**config.mk**
```make
export PLATFORM = sky130hd
export DESIGN_NAME = genesis_pad_responder
export DESIGN_NICKNAME = d
export VERILOG_FILES = /design/src/rtl/genesis_pkg.sv /design/src/rtl/sel_sync.sv /design/src/rtl/genesis_pad_responder.sv
export SDC_FILE = /design/constraint.sdc
export NUM_CORES = 1
export LEC_CHECK = 0
export ABC_CLOCK_PERIOD_IN_PS = 1600
export CORE_MARGIN = 3
export CORE_UTILIZATION = 52
export CTS_CLUSTER_DIAMETER = 100
export CTS_CLUSTER_SIZE = 40
export DETAILED_ROUTE_END_ITERATION = 12
export HOLD_SLACK_MARGIN = 0.05
export PLACE_DENSITY_LB_ADDON = 0.3
export SYNTH_ARGS = -nofsm -noshare
export SYNTH_HDL_FRONTEND = slang
export SYNTH_HIERARCHICAL = 1
export SYNTH_SLANG_ARGS = --single-unit
```
**constraint.sdc**
```tcl
create_clock -name clk -period 1.6 [get_ports clk]
set_input_delay 0.4 -clock clk [delete_from_list [all_inputs] [get_ports clk]]
set_output_delay 0.4 -clock clk [all_outputs]
set_load 0.02 [all_outputs]
```
**src/rtl/genesis_pkg.sv**
```systemverilog
// Shared constants for the Genesis pad responder and reader.
// Button bit indices, phase encoding and default idle timeout.
package genesis_pkg;

  localparam int BTN_UP    = 0;
  localparam int BTN_DOWN  = 1;
  localparam int BTN_LEFT  = 2;
  localparam int BTN_RIGHT = 3;
  localparam int BTN_A     = 4;
  localparam int BTN_START = 5;
  localparam int BTN_Z     = 6;
  localparam int BTN_Y     = 7;
  localparam int BTN_X     = 8;
  localparam int BTN_B     = 9;
  localparam int BTN_C     = 10;

  localparam int TIMEOUT_DEFAULT = 75000;

  typedef enum logic [2:0] {
    PH_IDLE = 3'd0,
    PH_1    = 3'd1,
    PH_2    = 3'd2,
    PH_3    = 3'd3,
    PH_4    = 3'd4
  } phase_t;

  function automatic phase_t ph_next(phase_t p);
    phase_t n;
    n = PH_4;
    unique case (p)
      PH_IDLE: n = PH_1;
      PH_1:    n = PH_2;
      PH_2:    n = PH_3;
      default: n = PH_4;
    endcase
    return n;
  endfunction

endpackage

```
**src/rtl/sel_sync.sv**
```systemverilog
// Two-flop synchroniser for the select line.
// Resets to 1 so the line reads as idle-high.
module sel_sync (
  input  logic clk,
  input  logic reset,
  input  logic i_async,
  output logic o_sync
);

  logic r_s1;
  logic r_s2;

  always_ff @(posedge clk) begin
    if (reset) begin
      r_s1 <= 1'b1;
      r_s2 <= 1'b1;
    end else begin
      r_s1 <= i_async;
      r_s2 <= r_s1;
    end
  end

  assign o_sync = r_s2;

endmodule

```
**src/rtl/genesis_pad_responder.sv**
```systemverilog
// Emulates a 6-button Genesis pad on the DB-9 pins.
// Select falling edges step the phase; idle timeout rewinds it.
module genesis_pad_responder
  import genesis_pkg::*;
#(
  parameter int TIMEOUT_CYCLES = TIMEOUT_DEFAULT
) (
  input  logic        clk,
  input  logic        reset,
  input  logic        selectSignal,
  input  logic [10:0] buttonsIn,
  output logic        up_z,
  output logic        down_y,
  output logic        left_x,
  output logic        right,
  output logic        a_b,
  output logic        start_c
);

  localparam int TW = $clog2(TIMEOUT_CYCLES + 1);
  localparam logic [TW-1:0] TMAX = TW'(TIMEOUT_CYCLES);
  localparam logic [TW-1:0] TPRE = TW'(TIMEOUT_CYCLES - 1);

  logic          w_sel;
  logic          w_fall;
  logic          w_to;
  logic          w_lo3;
  logic [10:0]   w_b;
  logic [5:0]    w_pins;
  logic          r_sel_d;
  logic          r_hold;
  phase_t        r_ph;
  logic [TW-1:0] r_tmr;
  logic [5:0]    r_pins;

  sel_sync u_sel_sync (
    .clk     (clk),
    .reset   (reset),
    .i_async (selectSignal),
    .o_sync  (w_sel)
  );

  assign w_fall = r_sel_d & ~w_sel;
  // True in the cycle tmr reaches the limit, and while it sits there.
  assign w_to   = (r_tmr >= TPRE);

  always_ff @(posedge clk) begin
    if (reset) begin
      r_sel_d <= 1'b0;
      r_ph    <= PH_IDLE;
      r_tmr   <= '0;
    end else begin
      r_sel_d <= w_sel;
      if (w_fall) begin
        r_tmr <= '0;
        r_ph  <= w_to ? PH_1 : ph_next(r_ph);
      end else begin
        if (r_tmr != TMAX) r_tmr <= r_tmr + 1'b1;
        if (w_to) r_ph <= PH_IDLE;
      end
    end
  end

  assign w_b   = ~buttonsIn;
  assign w_lo3 = (r_ph <= PH_2);

  always_comb begin
    w_pins = 6'h3F;
    unique case (1'b1)
      (w_sel & w_lo3):
        w_pins = {w_b[BTN_UP], w_b[BTN_DOWN], w_b[BTN_LEFT],
                  w_b[BTN_RIGHT], w_b[BTN_B], w_b[BTN_C]};
      (w_sel & ~w_lo3):
        w_pins = {w_b[BTN_Z], w_b[BTN_Y], w_b[BTN_X],
                  1'b1, w_b[BTN_B], w_b[BTN_C]};
      (~w_sel & w_lo3):
        w_pins = {w_b[BTN_UP], w_b[BTN_DOWN], 2'b00,
                  w_b[BTN_A], w_b[BTN_START]};
      (~w_sel & (r_ph == PH_3)):
        w_pins = {4'b0000, w_b[BTN_A], w_b[BTN_START]};
      default:
        w_pins = {4'b1111, w_b[BTN_A], w_b[BTN_START]};
    endcase
  end

  // r_hold keeps pins released for one extra cycle after reset.
  always_ff @(posedge clk) begin
    if (reset) begin
      r_hold <= 1'b1;
      r_pins <= 6'h3F;
    end else begin
      r_hold <= 1'b0;
      r_pins <= r_hold ? 6'h3F : w_pins;
    end
  end

  assign {up_z, down_y, left_x, right, a_b, start_c} = r_pins;

endmodule

```
==> flow_summary.ini <==
[timing]
setup_viol = 0
fmax_ghz = 0.6359
worst_clock_skew_ns = 0.008898
finalHoldViolCount = 0
rsz0062_at_grt = true
tightest_slew_ns = 0.3895
max_slew_margin_pct = 73.80
whs_ns = 0.4197
period_needed_ns = 1.573
slew_violations = 0
period_share_pct = 98.29

[power_and_ir_drop]
vdd_drop_max_mv = 0.9363
leakage_nw = 0.6831
total_power_mw = 1.545
powerDensity_mw_per_mm2 = 854.0

[min_path]
hold_path_end = u_sel_sync/o_sync
min_delay_path_depth = 1
hp-start = u_sel_sync/r_s1
hold_path_class = reg -> reg

[route]
drtPass1Iterations = 4
final_antenna_net_count = 0
num_vias = 1164
wl_per_cell_um = 14.42
drc = 0
first_iter_violations = 27
routed_wl_um = 3014
routed_via_density = 5.569

[final_layout]
drive_above_1_share_pct = 24.31
fin_util_pct = 77.33
nets = 197
diodes = 0
area_delta_synth_final_pct = 34.01

[worst_setup_path]
cp-start-kind = flip-flop
cp.required_ns = 1.84
timing.rr.end = r_ph[2]
r2r_cells = 5
arrival_ns = 1.81
setup.worst_path.end_class = flip-flop
ff2ff_setup_slack_ns = 0.03
r2r_start = r_tmr[11]
crit_type = reg -> reg
crit_fanout = 4

[grt]
grt_pass1_vias = 1069
grt_pass1_wl_um = 4774
grt_antenna_before_repair = 0
grt_max_degree = 18
grt_use_total_pct = 18.71
grt_overflow = 0

[floorplanning]
dieHeight_um = 56.96
ios = 20
core_mm2 = 0.002340
dieArea_mm2 = 0.003244
fp.dieW_um = 56.96
start_util_pct = 57.70
fp-row-count = 17

[job]
maxCapViolCount = 0

[yosys]
synth_ff_type = dfxtp_1
yosysWarnings = 6
syn_inst = 145
syn_area_mm2 = 0.001350
avgSynthCellArea_um2 = 9.311
synthArstFlopShare_pct = 0
ys_seq_area_share_pct = 44.49
synth-edff-count = 0
synth.distinct_cells = 41
ys_ff_latch = 30
syn_nets = 161

[placement]
port-buffer-count = 19
hpwlAfterDp_um = 2084
gp_congestion = 0.7782

[clocking]
tritoncts = yes
numClockSinks = 30
clk_pin_slew_ns = 0.09
cts_max_path_buffers = 2
cts.htree.levels = 2
cts-root-buf = clkbuf_4
clock_latency_ns = 0.34
cts_made_buffers = 5

[outcome]
outcome = finished, final reports clean
## placed cells by master, fill, tap and decap left out, drive strengths merged, types with 2 or more instances in the layout
master         netlist  layout
dfxtp               30      30
nor2                20      20
clkdlybuf4s50        0      13
nand2               12      12
buf                  0      12
o21ai                7       7
inv                  6       6
xor2                 6       6
dlygate4sd2          0       6
xnor2                6       6
clkbuf               2       6
nand3                5       5
a21oi                4       4
nor3                 4       4
mux2                 3       3
nor4                 3       3
nand4                3       3
nand2b               3       3
nand3b               3       3
or3                  3       3
and3                 3       3
or2                  3       3
o31ai                2       2
mux2i                2       2
o211ai               2       2
ha                   2       2
## layer usage
metal	wire length [um]	vias up	GRT usage, %
met3	133	5	7.692
met2	1518	26	30.34
met1	1331	557	23.28
met5	0	-	0
met4	30	0	4.305
li1	-	576	-
## worst max path at each step
stage / to / cells after the start / from / slack, ns
after floorplan: r_tmr[1] / 5 / r_tmr[11] / 0.11
after global placement: r_pins[4] / 4 / reset / 0.03
after detailed placement: r_pins[3] / 4 / reset / -0.1
after CTS: r_tmr[1] / 5 / r_tmr[12] / 0.003
after global routing: r_ph[2] / 5 / r_tmr[11] / -0.07
final: r_ph[2] / 5 / r_tmr[11] / 0.03
## metrics by stage
step	TNS (ns)	area (um2)	std cells	setup WS, ns
floorplan	0	1350	145	0.1091
global placement	0	1655	200	0.02811
detailed placement	-0.3057	1655	200	-0.09917
CTS	0	1735	207	0.002784
global route	-0.09367	1809	209	-0.07320
finish	0	1809	209	0.02731
## what timing repair did
| item | in CTS | in global routing |
|---|---|---|
| pin swaps | 0 | 4 |
| endpoints found under the setup margin | 7 | 14 |
| setup buffers | 0 | 2 |
| hold buffers | 0 | 0 |
| resized for setup | 7 | 13 |
| hold endpoints to repair | 0 | 0 |
## worst max-delay path, cell delays in order (launching register included)
cell      delay [ns]
dfxtp_2         0.35
buf_4           0.14
a211oi_2        0.29
o32ai_4         0.12
or2_2           0.33
nor3_1          0.25
## cells by family (layout without fill, tap and decap cells)
family / after synthesis / after routing / share of synthesized area [%]
multiplexers: 5 / 5 / 3.985
XOR/XNOR: 12 / 12 / 7.785
AND/OR/NAND/NOR: 66 / 66 / 29.10
buffers and inverters: 8 / 44 / 2.224
AO/OA/AOI/OAI: 22 / 22 / 10.57
adder cells (fa/ha/maj): 2 / 2 / 1.853
flip-flops: 30 / 30 / 44.49
## cell usage after synthesis (2+ instances only)
cell | number | share of area (%)
nor2_1 | 18 | 5.0
o31ai_1 | 2 | 1.1
nor2_2 | 2 | 0.93
nor4_4 | 2 | 3.2
or3_1 | 3 | 1.4
inv_1 | 6 | 1.7
o211ai_1 | 2 | 1.1
nor3_1 | 3 | 1.1
or2_1 | 2 | 0.93
nand2b_1 | 3 | 1.4
and3_2 | 2 | 1.1
nand3b_1 | 3 | 1.7
nand4_1 | 3 | 1.4
dfxtp_1 | 30 | 44
nand3_1 | 4 | 1.5
mux2i_1 | 2 | 1.5
a21oi_1 | 4 | 1.5
ha_1 | 2 | 1.9
xnor2_1 | 6 | 3.9
o21ai_0 | 6 | 2.2
mux2_2 | 3 | 2.5
nand2_1 | 12 | 3.3
xor2_1 | 6 | 3.9
clkbuf_1 | 2 | 0.56
## registers in the layout, indices dropped and copies added (netlist names)
register           flops
r_ph                   3
r_pins                 6
u_sel_sync/o_sync      1
r_tmr                 17
u_sel_sync/r_s1        1
r_sel_d                1
r_hold                 1
## area by class of cell
class | instances | area (um2)
multi-input cells | 107 | 777.0
flip-flops and latches | 30 | 608.1
fillers | 172 | 530.5
clock inverters | 1 | 30.03
repair buffers | 31 | 285.3
clock buffers | 6 | 51.30
inverters | 6 | 22.52
well taps | 28 | 35.03
## power by group
group          internal, mW  total (mW)  leakage (nW)  switching, mW
combinational        0.0702       0.122         0.391         0.0522
clock                 0.364       0.634        0.0443          0.271
sequential            0.769       0.788         0.248         0.0192
(Power assumes the default switching activity.)
==> patch (config.mk and constraints unchanged) <==
Register the output `down_y`, cleared by the reset; this adds one clock of latency there. The other outputs are not delayed to match.
--- a/src/rtl/genesis_pad_responder.sv
+++ b/src/rtl/genesis_pad_responder.sv
@@ -22,2 +22,4 @@
   localparam logic [TW-1:0] TPRE = TW'(TIMEOUT_CYCLES - 1);
+
+  logic down_y_d;
 
@@ -96,3 +98,11 @@
 
-  assign {up_z, down_y, left_x, right, a_b, start_c} = r_pins;
+  assign {up_z, down_y_d, left_x, right, a_b, start_c} = r_pins;
+
+  always_ff @(posedge clk) begin
+    if (reset) begin
+      down_y <= '0;
+    end else begin
+      down_y <= down_y_d;
+    end
+  end
 
Formal check against the unedited RTL: not equivalent (a bounded check fails within 4 cycles, from zero or initial values and one cycle with reset high).
==> patch against the unedited design <==
The run now ends with negative setup slack left; final area grew 2.1%; synthesized area shrank 0.93%; total power grew 2.1%; non-clock buffer count increased by 10; routed wire length fell by 5.8%; synthesized cell count unchanged; sequential cell count rose by 1; core utilization up 2.3 points; worst setup slack got worse by 0.55 ns; critical endpoint is now r_ph[0]$_SDFFE_PP0P_; largest cell class unchanged.
==> patch: results <==
export IMPL_status="finished with violations"
export IMPL_violations="negative setup slack"
export IMPL_wl_met1_um=1290
export IMPL_wl_per_cell_um=12.9
export IMPL_met1_usage=0.231
export IMPL_p_leak_nw=0.729
export IMPL_dr_wl_met3_um=88
export IMPL_synth_common_cells="dfxtp_1, nor2_1, nand2_1"
export IMPL_nFillCells=142
export IMPL_dp_hpwl_um=2170
export IMPL_totalWireLength_um=2840
export IMPL_hp_start="u_sel_sync/r_s1$_SDFF_PP1_"
export IMPL_gp_congestion=0.815
export IMPL_ir_drop_mv=1.09
export IMPL_grt_pass1_vias=1194
export IMPL_yosys_cell_types_count=35
export IMPL_viasPerCell=5.26
export IMPL_synthArstFlopShare=0
export IMPL_cp_arrival_ns=2.36
export IMPL_fin_worst_skew_ns=0.00587
export IMPL_grt_usage=0.199
export IMPL_post_place_ws_ns=-0.481
export IMPL_whs_ns=0.419
export IMPL_yosysWarnings=6
export IMPL_clk_latency_ns=0.32
export IMPL_synth_area_leaders="dfxtp_1, nor2_1, xor2_1"
export IMPL_wl_met2_um=1430
export IMPL_relSlewSlack=0.725
export IMPL_grt_use_met3=0.0552
export IMPL_use_met2=0.343
export IMPL_drive_gt1_frac=0.229
export IMPL_setup_viol_count_final=6
export IMPL_grt_pass1_wl_um=5060
export IMPL_hold_path_class="reg -> reg"
export IMPL_finalWorstSetupSlack_ns=-0.519
export IMPL_crit_end="r_ph[0]$_SDFFE_PP0P_"
export IMPL_nNetsFinal=207
export IMPL_ys_seq_area_frac=0.464
export IMPL_drt_initial_drc_count=31
export IMPL_path_max_fanout=2
patch: cell types whose count changed after synthesis, sizes merged, moves of 2 or more:
cell / change
nor2: -2
nand3: +2
o31ai: -2
or4: +2
patch: cell families after synthesis:
kind of cell	count (synthesis)	share of synthesized area
compound gates	21	0.112
xor+xnor	12	0.0786
fa+ha+maj	2	0.0187
buf+inv	9	0.0253
flops	31	0.464
mux	5	0.0402
simple gates	65	0.261
patch: final cells by class:
class	instances	area, um^2	area share
multi-input cells	105	712	0.386
flip-flops and latches	31	623	0.337
repair buffers	41	364	0.197
clock buffers	6	51.3	0.0278
clock inverters	2	35.0	0.0190
well taps	28	35.0	0.0190
inverters	7	26.3	0.0142
patch: power by group:
group          internal [mW]  switching [mW]  total (mW)
Combinational         0.0724          0.0545       0.127
Clock                  0.369           0.270       0.639
Sequential             0.795          0.0178       0.812
Total                   1.24           0.342        1.58
patch: worst max-delay path, stage by stage, from the launching register on:
cell and delay [ns]:
dfxtp_2 0.33, or4_4 0.53, or4_4 0.50, o32a_1 0.32, o2111a_1 0.16, o32ai_2 0.19
patch: stage by stage:
stage / power [mW] / area, um^2 / TNS (ns)
2_1_floorplan: 0.885 / 1340 / -2.02
4_1_cts: 1.59 / 1840 / -2.69
3_3_place_gp: 0.954 / 1730 / -2.29
5_1_grt: 1.64 / 1850 / -3.32
3_5_place_dp: 0.961 / 1730 / -2.56
6_report: 1.58 / 1850 / -2.70
patch: what timing repair did:
| item | in CTS | in global routing |
|---|---|---|
| resized for setup | 10 | 3 |
| pin swaps | 1 | 1 |
| hold buffers | 0 | 0 |
| endpoints found under the setup margin | 12 | 10 |
| setup buffers | 1 | 0 |
| gates cloned | 0 | 0 |
